--- config.mk ---
export PLATFORM = sky130hd
export DESIGN_NAME = mp5_pop_scheduler_flat
export DESIGN_NICKNAME = d
export VERILOG_FILES = /design/src/rtl/mp5_pop_scheduler_if.sv /design/src/rtl/mp5_pop_scheduler.sv /design/src/flat_wrapper.sv
export SDC_FILE = /design/constraint.sdc
export NUM_CORES = 2
export LEC_CHECK = 0
export CORE_ASPECT_RATIO = 0.7
export CORE_MARGIN = 1
export CORE_UTILIZATION = 65
export CTS_CLUSTER_DIAMETER = 80
export CTS_CLUSTER_SIZE = 12
export DETAILED_ROUTE_END_ITERATION = 8
export PLACE_DENSITY = 0.91
export SETUP_SLACK_MARGIN = 0.3
export SYNTH_ARGS = -nofsm -noshare
export SYNTH_HDL_FRONTEND = slang
export SYNTH_SLANG_ARGS = --single-unit
--- constraint.sdc ---
create_clock -name clk -period 39.9 [get_ports clk]
set_input_delay 7.98 -clock clk [delete_from_list [all_inputs] [get_ports clk]]
set_output_delay 7.98 -clock clk [all_outputs]
set_load 0.01 [all_outputs]
--- src/rtl/mp5_pop_scheduler_if.sv ---
// mp5_pop_scheduler_if: push/pop handshake, status flags and timestamp of the MP5 pop scheduler.
interface mp5_pop_scheduler_if #(
  parameter int NUM_PIPELINES = 8,
  parameter int FIFO_SIZE = 8,
  parameter int TS_WIDTH = 16
);
  localparam int IW = $clog2(NUM_PIPELINES);
  localparam int AW = $clog2(FIFO_SIZE);
  logic push_valid;
  logic [IW-1:0] push_fifo_id;
  logic push_ack;
  logic [AW-1:0] push_addr;
  logic [NUM_PIPELINES-1:0] full;
  logic [NUM_PIPELINES-1:0] empty;
  logic pop_valid;
  logic [IW-1:0] pop_fifo_id;
  logic [AW-1:0] pop_addr;
  logic pop_ready;
  logic [TS_WIDTH-1:0] curr_time;
  modport master (
    output push_valid, push_fifo_id, pop_ready,
    input push_ack, push_addr, full, empty, pop_valid, pop_fifo_id, pop_addr, curr_time
  );
  modport slave (
    input push_valid, push_fifo_id, pop_ready,
    output push_ack, push_addr, full, empty, pop_valid, pop_fifo_id, pop_addr, curr_time
  );
endinterface

--- src/rtl/mp5_pop_scheduler.sv ---
// mp5_pop_scheduler: oldest-head-first pop scheduler over per-source FIFO bookkeeping.
// Define MP5_SCHED_TIE_RR_EN for round-robin tie-break; default is lowest index.
module mp5_pop_scheduler #(
  parameter int NUM_PIPELINES = 8,
  parameter int FIFO_SIZE = 8,
  parameter int TS_WIDTH = 16
) (
  input logic clk,
  input logic rst,
  mp5_pop_scheduler_if.slave bus
);
  localparam int IW = $clog2(NUM_PIPELINES);
  localparam int AW = $clog2(FIFO_SIZE);
  localparam int CW = AW + 1;
  typedef enum logic {IDLE, HOLD} state_t;
  state_t state, state_n;
  logic [AW-1:0] head [NUM_PIPELINES];
  logic [AW-1:0] tail [NUM_PIPELINES];
  logic [CW-1:0] count [NUM_PIPELINES];
  logic [TS_WIDTH-1:0] ts [NUM_PIPELINES][FIFO_SIZE];
  logic [TS_WIDTH-1:0] curr_time, age, best;
  logic [IW-1:0] pop_fifo_id, win, base, idx;
  logic [AW-1:0] pop_addr;
  logic [NUM_PIPELINES-1:0] full, empty, push_hit, pop_hit;
  logic found, load, do_pop, push_ack;
  for (genvar i = 0; i < NUM_PIPELINES; i++) begin : g_fifo
    assign full[i] = count[i] == CW'(FIFO_SIZE);
    assign empty[i] = count[i] == '0;
    assign push_hit[i] = push_ack && bus.push_fifo_id == IW'(i);
    assign pop_hit[i] = do_pop && win == IW'(i);
  end
  assign push_ack = bus.push_valid && !full[bus.push_fifo_id];
  assign bus.push_ack = push_ack;
  assign bus.push_addr = tail[bus.push_fifo_id];
  assign bus.full = full;
  assign bus.empty = empty;
  assign bus.pop_valid = state == HOLD;
  assign bus.pop_fifo_id = pop_fifo_id;
  assign bus.pop_addr = pop_addr;
  assign bus.curr_time = curr_time;
`ifdef MP5_SCHED_TIE_RR_EN
  logic [IW-1:0] rr_ptr;
  always_ff @(posedge clk or negedge rst) begin
    if (!rst) rr_ptr <= '0;
    else if (do_pop) rr_ptr <= win + IW'(1);
  end
  assign base = rr_ptr;
`else
  assign base = '0;
`endif
  // Scan from base so strict '>' keeps the first tied FIFO at or after base.
  always_comb begin
    found = 1'b0;
    win = '0;
    best = '0;
    idx = '0;
    age = '0;
    for (int k = 0; k < NUM_PIPELINES; k++) begin
      idx = base + IW'(k);
      age = curr_time - ts[idx][head[idx]];
      if (!empty[idx] && (!found || age > best)) begin
        found = 1'b1;
        win = idx;
        best = age;
      end
    end
  end
  assign load = state == IDLE || bus.pop_ready;
  always_comb begin
    do_pop = load && found;
    state_n = load ? (found ? HOLD : IDLE) : state;
  end
  always_ff @(posedge clk or negedge rst) begin
    if (!rst) begin
      state <= IDLE;
      curr_time <= '0;
      pop_fifo_id <= '0;
      pop_addr <= '0;
      for (int p = 0; p < NUM_PIPELINES; p++) begin
        head[p] <= '0;
        tail[p] <= '0;
        count[p] <= '0;
      end
    end else begin
      state <= state_n;
      curr_time <= curr_time + TS_WIDTH'(1);
      if (do_pop) begin
        pop_fifo_id <= win;
        pop_addr <= head[win];
      end
      for (int p = 0; p < NUM_PIPELINES; p++) begin
        head[p] <= head[p] + AW'(pop_hit[p]);
        tail[p] <= tail[p] + AW'(push_hit[p]);
        count[p] <= count[p] + CW'(push_hit[p]) - CW'(pop_hit[p]);
      end
    end
  end
  // Timestamp ring is not reset: count alone marks which slots are live.
  always_ff @(posedge clk) begin
    if (push_ack) ts[bus.push_fifo_id][tail[bus.push_fifo_id]] <= curr_time;
  end
endmodule

--- src/flat_wrapper.sv ---
// flat-port wrapper written by rule: the top's interface ports become plain ports
module mp5_pop_scheduler_flat 
#(
  parameter int NUM_PIPELINES = 8,
  parameter int FIFO_SIZE = 8,
  parameter int TS_WIDTH = 16
)
  (clk, rst, bus_push_valid, bus_push_fifo_id, bus_pop_ready, bus_push_ack, bus_push_addr, bus_full, bus_empty, bus_pop_valid, bus_pop_fifo_id, bus_pop_addr, bus_curr_time);
  mp5_pop_scheduler_if #(.NUM_PIPELINES(NUM_PIPELINES), .FIFO_SIZE(FIFO_SIZE), .TS_WIDTH(TS_WIDTH)) bus_i ();
  input logic clk;
  input logic rst;
  input wire logic [$bits(bus_i.push_valid)-1:0] bus_push_valid;
  input wire logic [$bits(bus_i.push_fifo_id)-1:0] bus_push_fifo_id;
  input wire logic [$bits(bus_i.pop_ready)-1:0] bus_pop_ready;
  output wire logic [$bits(bus_i.push_ack)-1:0] bus_push_ack;
  output wire logic [$bits(bus_i.push_addr)-1:0] bus_push_addr;
  output wire logic [$bits(bus_i.full)-1:0] bus_full;
  output wire logic [$bits(bus_i.empty)-1:0] bus_empty;
  output wire logic [$bits(bus_i.pop_valid)-1:0] bus_pop_valid;
  output wire logic [$bits(bus_i.pop_fifo_id)-1:0] bus_pop_fifo_id;
  output wire logic [$bits(bus_i.pop_addr)-1:0] bus_pop_addr;
  output wire logic [$bits(bus_i.curr_time)-1:0] bus_curr_time;
  assign bus_i.push_valid = bus_push_valid;
  assign bus_i.push_fifo_id = bus_push_fifo_id;
  assign bus_i.pop_ready = bus_pop_ready;
  assign bus_push_ack = bus_i.push_ack;
  assign bus_push_addr = bus_i.push_addr;
  assign bus_full = bus_i.full;
  assign bus_empty = bus_i.empty;
  assign bus_pop_valid = bus_i.pop_valid;
  assign bus_pop_fifo_id = bus_i.pop_fifo_id;
  assign bus_pop_addr = bus_i.pop_addr;
  assign bus_curr_time = bus_i.curr_time;
  mp5_pop_scheduler #(.NUM_PIPELINES(NUM_PIPELINES), .FIFO_SIZE(FIFO_SIZE), .TS_WIDTH(TS_WIDTH)) u_core (.clk(clk), .rst(rst), .bus(bus_i));
endmodule
=== Word-level counts from Yosys, hierarchy flattened ===
Memory sizes are Yosys's and may differ from the RTL's.
Index checks and enable logic that the tools add are counted.

* Register bits after elaboration: 103
* Bits of input ports: 7
* Memories: 1
* Output and inout port bits: 43
* Word-level logic and storage cells: 241
* RAM bits: 1024

{| class="wikitable"
|+ Memory list
! memory !! depth !! width !! read ports !! clocked after memory_dff !! write ports !! RTL line !! RTL
|-
| u_core.ts || 8 || 128 || 8 || 0 || 1 || mp5_pop_scheduler.sv:20 || <nowiki>logic [TS_WIDTH-1:0] ts [NUM_PIPELINES][FIFO_SIZE];</nowiki>
|}

* Equal/unequal tests: 22
* Magnitude comparators: 20
* Multiplexer cells: 59
* Bitwise gates (word level): 12
* Add/sub/neg operators: 41
* Reduce and logical (&&, ||, !) cells: 58

{| class="wikitable"
|+ Operators by type and width
! cell !! count
|-
| $bmux W16 S3 || 8
|-
| $mux W16 || 24
|-
| $mux W128 || 1
|-
| $sub A16 B16 Y16 || 8
|-
| $gt A16 B16 Y1 || 7
|-
| $add A3 B1 Y3 || 16
|-
| $demux W16 S3 || 1
|-
| $ge A4 B4 Y1 const B || 11
|-
| $not A3 Y4 || 11
|-
| $add A4 B1 Y4 || 8
|-
| $eq A4 B4 Y1 const B || 8
|-
| $logic_not A4 Y1 || 8
|-
| $sub A4 B1 Y4 || 8
|-
| $logic_and A1 B1 Y1 || 26
|-
| $eq A3 B3 Y1 const B || 8
|-
| $mux W3 || 8
|-
| $bmux W3 S3 || 2
|-
| $add A16 B1 Y16 const B || 1
|-
| $logic_not A1 Y1 || 14
|-
| $eq A3 B2 Y1 const B || 4
|-
| $mux W1 || 12
|-
| $logic_or A1 B1 Y1 || 8
|-
| $eq A3 B1 Y1 const B || 2
|-
| $logic_not A3 Y1 || 2
|-
| other kinds (5) || 6
|}

=== Depth between registers and ports, before layout ===
* Depth after elaboration: 38
* Depth in mapped cells: 89
* Depth with buffers taken out: 80

=== Worst setup path after synthesis ===
No wires, ideal clock.

* Path kind: register to register
* From: register u_core.head[21] in the netlist's numbering
* To: register u_core.count[26] in the netlist's numbering
* Required time: 39.777 ns
* Path slack: 20.588 ns
* Library setup time: 0.123 ns
* Buffers on the path: 13
* Clock period less this slack: 19.312 ns
* Arrival: 19.189 ns
* Stages on the path, launching flop included: 82
* Path through: dfrtp_1 clkbuf_1 buf_1 mux4_2 mux2i_1 ha_1 a21o_1 or3_1 o211ai_1 a21oi_1 o31ai_1 xnor2_1 nand2_1 ha_1 nand4_1 nor4_2 o21ai_0 o211a_1 [... 46 more ...] clkbuf_1 dlygate4sd1_1 o221a_2 ha_1 a21o_1 nand3_1 a21oi_1 or4b_1 a22oi_1 nand2_1 or3_1 nor3_1 ha_1 inv_1 ha_1 inv_1 fa_1 xnor2_1

* Word-level cells in the longest chain between the ends: 37
* Elaborated cells on any way between the ends: 57
* Classes of those cells: 2 x add/sub; 7 x order compare; 1 x eq/ne; 24 x mux; 1 x bitwise; 22 x reduce/logical

{| class="wikitable"
|+ Ends and longest elaborated chain
! item !! RTL line !! RTL
|-
| from (decl) || mp5_pop_scheduler.sv:17 || <nowiki>logic [AW-1:0] head [NUM_PIPELINES];</nowiki>
|-
| from (signal, indexed assignment) || mp5_pop_scheduler.sv:92 || <nowiki>head[p] <= head[p] + AW'(pop_hit[p]);</nowiki>
|-
| $not A3 Y4 (implied by the code) * || mp5_pop_scheduler.sv:60 || <nowiki>age = curr_time - ts[idx][head[idx]];</nowiki>
|-
| $bmux W16 S3 * || mp5_pop_scheduler.sv:60 ||
|-
| $mux W16 (implied by the code) * (2 in a row) || mp5_pop_scheduler.sv:60 ||
|-
| $sub A16 B16 Y16 * || mp5_pop_scheduler.sv:60 ||
|-
| $mux W16 * || mp5_pop_scheduler.sv:61 || <nowiki>if (!empty[idx] && (!found || age > best)) begin</nowiki>
|-
| $gt A16 B16 Y1 || mp5_pop_scheduler.sv:61 ||
|-
| $logic_or A1 B1 Y1 || mp5_pop_scheduler.sv:61 ||
|-
| $logic_and A1 B1 Y1 || mp5_pop_scheduler.sv:61 ||
|-
| [... 20 more ...] || -- ||
|-
| $mux W16 / $mux W1 (equally long branches) || mp5_pop_scheduler.sv:61 ||
|-
| $gt A16 B16 Y1 / $logic_not A1 Y1 (equally long branches) || mp5_pop_scheduler.sv:61 ||
|-
| $logic_or A1 B1 Y1 || mp5_pop_scheduler.sv:61 ||
|-
| $logic_and A1 B1 Y1 || mp5_pop_scheduler.sv:61 ||
|-
| $mux W3 / $mux W1 (equally long branches) || mp5_pop_scheduler.sv:61 ||
|-
| $eq A3 B1 Y1 / $logic_and A1 B1 Y1 (equally long branches) || mp5_pop_scheduler.sv:30, mp5_pop_scheduler.sv:70 ||
|-
| $logic_and A1 B1 Y1 * || mp5_pop_scheduler.sv:30 || <nowiki>assign pop_hit[i] = do_pop && win == IW'(i);</nowiki>
|-
| $sub A4 B1 Y4 * || mp5_pop_scheduler.sv:94 || <nowiki>count[p] <= count[p] + CW'(push_hit[p]) - CW'(pop_hit[p]);</nowiki>
|-
| to (signal, indexed assignment) || mp5_pop_scheduler.sv:94 ||
|-
| to (decl) || mp5_pop_scheduler.sv:19 || <nowiki>logic [CW-1:0] count [NUM_PIPELINES];</nowiki>
|}

Mark *: on every way between the ends. The rest lies on a longest branch, timed or not. The select of a mux whose other input is x is not followed.
A chain may end at the register's enable or synchronous reset.

=== Worst setup path in the final report ===
Same ends and word-level chain as after synthesis.

==> impl_summary.md <==
Worst setup path
The most numerous cell type found on the critical path is sky130_fd_sc_hd__ha_1. Data arrives at the worst endpoint at 24.53 ns. In this run the worst setup path begins at u_core.head[21]. The critical path is of the flip-flop to flip-flop type. The startpoint of the most critical register-to-register path is u_core.head[21].

Of all nets on the critical path, the largest fanout is 32. Setup slack on the worst reg-to-reg path comes out at 15.95 ns. The slowest stage of the critical path is the sky130_fd_sc_hd__o21ai_2 cell.

The largest stage delay on the critical path is 0.90 ns. Data on the critical path is required at its endpoint by 40.48 ns. The type of destination of the critical path is a flip-flop. The element type at the critical path start is a flip-flop.

Timing
Setup repair after global routing left no endpoint under its margin. The slew at the pin closest to its max-slew limit is 1.20 ns. The final critical delay including setup and external delays is 23.95 ns. The clock arrives with 0.0341 ns of skew. After routing, the total negative slack on setup checks comes to 0 ns. The tightest slew margin relative to the limit is 20.2%. The number of failing setup endpoints in the final timing report is 0. The period utilization is 60.0%. The total count of max-transition violations in the final report came to 0. For this run, the top clock speed supported by timing is 41.8 MHz. The final-report hold violation count is 0.

Die
Once the floorplan was initialized, standard cells occupied 66.1% of the core. The die covers 83,700 um2. The floorplan die width is 345 um. In this run the vertical extent of the chip is 242 um. The floorplan has 87 rows. The total I/O pin count is 50. The placeable core area is 81,100 um2.

Clock network
The H-tree generated during clock tree synthesis spans 3 levels. At the later pin of the worst-skew pair, clock insertion delay measures 0.70 ns. The clock passes through at most 3 buffers. The clock-pin slew reported for the worst setup and hold paths after clock tree synthesis is 0.07 ns. TritonCTS built the clock tree. Counting every sink on the clock net gives 1,127. The buffers inserted during post-CTS setup optimization is 0. Clock tree synthesis inserted a total of 104 buffers. In this run, post-CTS repair resized a total of 0 instances.

Buffers inserted to repair hold after CTS numbered 0. The tree is rooted in a sky130_fd_sc_hd__clkbuf_16.

Global routing
The via count of the first global-routing pass came to 32.6k. The largest net degree at the start of global routing is 71. The total overflow left after global routing is 0. The overall global routing resource usage is 35.0%.

The initial antenna violation count is 2. The first-pass GRT wire length is 214 mm.

Yosys
The proportion of synthesized chip area in sequential cells is 62.1%. The total of warnings raised by yosys is 0. Among all flip-flop cells after synthesis, the most frequent one is sky130_fd_sc_hd__edfxtp_1.

Yosys mapped a number of flops with a built-in enable equal to 1,024. The post-synthesis net count is 3,716. In this run the mean area of a mapped cell was 15.9 um2. The cell count after synthesis is 3,379.

The mapped netlist covers 53,600 um2. After synthesis the netlist holds a flip-flop and latch count of 1,127. The distinct cell type count of the synthesized netlist is 90. Counting flops with an async set or reset pin after synthesis yields a share of 9.14%.

Job
The max-cap violation count is 0.

Drt
The final wirelength is 145 mm. The number of iterations in the first detailed-routing pass is 8. For this run, design rule violations remaining after detail routing come to 0. The via count normalized by instance count is 7.08.

The routed wire length per instance is 31.1 um. The total vias in the final route is 32.9k. The detail route stage leaves a number of antenna-violating nets equal to 0.

The first routing iteration left 4,769 violations.

Placed design
The weighted congestion at the end of routability-driven global placement is 1.02. The wire-length estimate of the detail-placed layout is 93.3 mm. The count of buffers inserted at the top-level ports is 49.

Cells and area
The signed area change from the synthesized netlist to the final layout is 9.87%. The number of fillers in the final layout is 4,744. The total number of nets in the final design is 3,886. The area of all sequential standard cells is 33,400 um2. In the final layout, the share of cells above drive strength 1 is 16.5%. The number of antenna diodes is 0.

In the final layout, the multi-input gates occupy 19,400 um2.

Min path
The min-delay analysis places its worst path in the category flip-flop to flip-flop. The origin of the worst min-delay path is u_core.tail[23].

Run status
The flow ran to the end, and the final reports show no timing, DRC or antenna violations.
==> cell families (layout without fill, tap and decap cells) <==
| kind of cell | after synthesis | in the layout | synth area share, % |
|---|---|---|---|
| DFF | 1127 | 1127 | 62.1 |
| and+or+nand+nor | 668 | 668 | 6.05 |
| xor gates and xnor gates | 138 | 138 | 2.25 |
| muxes | 412 | 412 | 13.9 |
| buffers and inverters | 236 | 443 | 1.77 |
| adders and majority gates | 330 | 330 | 7.92 |
| AOI/OAI and AO/OA | 468 | 468 | 6.00 |
==> cells in the mapped netlist (7+ instances only) <==
| cell type | instances | area (um2) |
|---|---|---|
| sky130_fd_sc_hd__edfxtp_1 | 1024 | 30700 |
| sky130_fd_sc_hd__ha_1 | 314 | 3930 |
| sky130_fd_sc_hd__mux4_2 | 264 | 5950 |
| sky130_fd_sc_hd__nor2_1 | 217 | 815 |
| sky130_fd_sc_hd__mux2i_1 | 132 | 1320 |
| sky130_fd_sc_hd__a21oi_1 | 126 | 631 |
| sky130_fd_sc_hd__nand2_1 | 123 | 462 |
| sky130_fd_sc_hd__inv_1 | 120 | 450 |
| sky130_fd_sc_hd__dfrtp_1 | 103 | 2580 |
| sky130_fd_sc_hd__xnor2_1 | 76 | 666 |
| sky130_fd_sc_hd__clkbuf_1 | 69 | 259 |
| sky130_fd_sc_hd__nor3_1 | 67 | 335 |
| sky130_fd_sc_hd__o21ai_0 | 63 | 315 |
| sky130_fd_sc_hd__xor2_1 | 62 | 543 |
| sky130_fd_sc_hd__nand3_1 | 61 | 305 |
| sky130_fd_sc_hd__a21o_1 | 44 | 330 |
| sky130_fd_sc_hd__o21a_1 | 35 | 263 |
| sky130_fd_sc_hd__and2_1 | 30 | 188 |
| sky130_fd_sc_hd__and3_1 | 29 | 181 |
| sky130_fd_sc_hd__buf_1 | 29 | 109 |
| sky130_fd_sc_hd__a211oi_1 | 26 | 195 |
| sky130_fd_sc_hd__nand4_1 | 26 | 163 |
| sky130_fd_sc_hd__nor2b_1 | 24 | 150 |
| sky130_fd_sc_hd__or3_1 | 24 | 150 |
| sky130_fd_sc_hd__o211ai_1 | 21 | 158 |
| sky130_fd_sc_hd__a31oi_1 | 16 | 100 |
| sky130_fd_sc_hd__fa_1 | 16 | 320 |
| sky130_fd_sc_hd__mux2_2 | 16 | 180 |
| sky130_fd_sc_hd__nand2b_1 | 16 | 100 |
| sky130_fd_sc_hd__o31ai_1 | 13 | 97.6 |
| sky130_fd_sc_hd__a21boi_0 | 11 | 82.6 |
| sky130_fd_sc_hd__or2_2 | 11 | 68.8 |
| sky130_fd_sc_hd__o211a_1 | 10 | 100 |
| sky130_fd_sc_hd__a221oi_1 | 9 | 78.8 |
| sky130_fd_sc_hd__a22oi_1 | 8 | 60.1 |
| sky130_fd_sc_hd__and4_1 | 7 | 61.3 |
| sky130_fd_sc_hd__buf_2 | 7 | 35.0 |
| sky130_fd_sc_hd__o21bai_1 | 7 | 52.6 |
==> cell usage in the layout, fill, tap and decap left out, types with 35 or more instances in the layout <==
cell type	n
sky130_fd_sc_hd__mux4_2	264
sky130_fd_sc_hd__ha_1	314
sky130_fd_sc_hd__a21o_1	44
sky130_fd_sc_hd__o21ai_0	63
sky130_fd_sc_hd__a21oi_1	126
sky130_fd_sc_hd__edfxtp_1	1024
sky130_fd_sc_hd__nor3_1	67
sky130_fd_sc_hd__mux2i_1	132
sky130_fd_sc_hd__dfrtp_1	78
sky130_fd_sc_hd__o21a_1	35
sky130_fd_sc_hd__clkbuf_16	104
sky130_fd_sc_hd__xor2_1	62
sky130_fd_sc_hd__nand2_1	123
sky130_fd_sc_hd__xnor2_1	76
sky130_fd_sc_hd__buf_4	129
sky130_fd_sc_hd__nand3_1	61
sky130_fd_sc_hd__clkdlybuf4s50_1	48
sky130_fd_sc_hd__nor2_1	213
sky130_fd_sc_hd__inv_1	120
==> layout make-up <==
type | count | area share (%)
sequential | 1127 | 56.6
multi-input combinational | 2016 | 32.9
clock buffer | 134 | 4.64
timing repair buffer | 177 | 2.46
tap | 1068 | 2.27
inverter | 123 | 0.783
clock inverter | 9 | 0.301
==> layer usage <==
layer	global-route usage, %	share of wire [%]
met1	50.0	38
met2	53.0	45
met3	7.68	12
met4	14.0	4.5
met5	0	0
==> state kept, by name, summed over array words and instances (netlist names) <==
signal / cells
u_core.head: 24
u_core.bus.pop_fifo_id: 3
u_core.count: 32
u_core.bus.pop_valid: 1
u_core.tail: 24
u_core.bus.pop_addr: 3
u_core.ts: 1024
u_core.bus.curr_time: 16
==> critical path: cells and delay by family (launching register included) <==
family	cells	cell delay [ns]
xor+xnor	1	0.14
buf+inv	5	0.98
compound gates	29	9.69
fa+ha+maj	11	3.23
flops	1	0.39
simple gates	26	8.06
mux	3	1.27
==> metrics by stage <==
stage / util (%) / area (um2) / hold WS [ns] / std cells / setup slack [ns]
5_1_grt: 72.7 / 58900 / 0.485 / 4654 / 14.42
2_1_floorplan: - / 53600 / 0.433 / 3379 / 20.59
3_3_place_gp: 69.1 / 56000 / 0.448 / 4511 / 17.29
3_5_place_dp: 69.1 / 56000 / 0.455 / 4511 / 16.65
4_1_cts: 72.7 / 58900 / 0.471 / 4654 / 16.48
6_report: 72.7 / 58900 / 0.471 / 4654 / 15.95
==> final timing paths <==
kind	end	cells after the start
setup / recovery	u_core.count[26]	75
hold / removal	u_core.tail[23]	1
setup reg to reg	u_core.count[26]	75
hold reg to reg	u_core.tail[23]	1
max in group asynchronous	u_core.head[3]	2
min in group asynchronous	u_core.count[7]	1
Power is left out: the tool's default activity adds up to more than one toggle a clock period on the data nets, which glitch-free logic cannot reach.
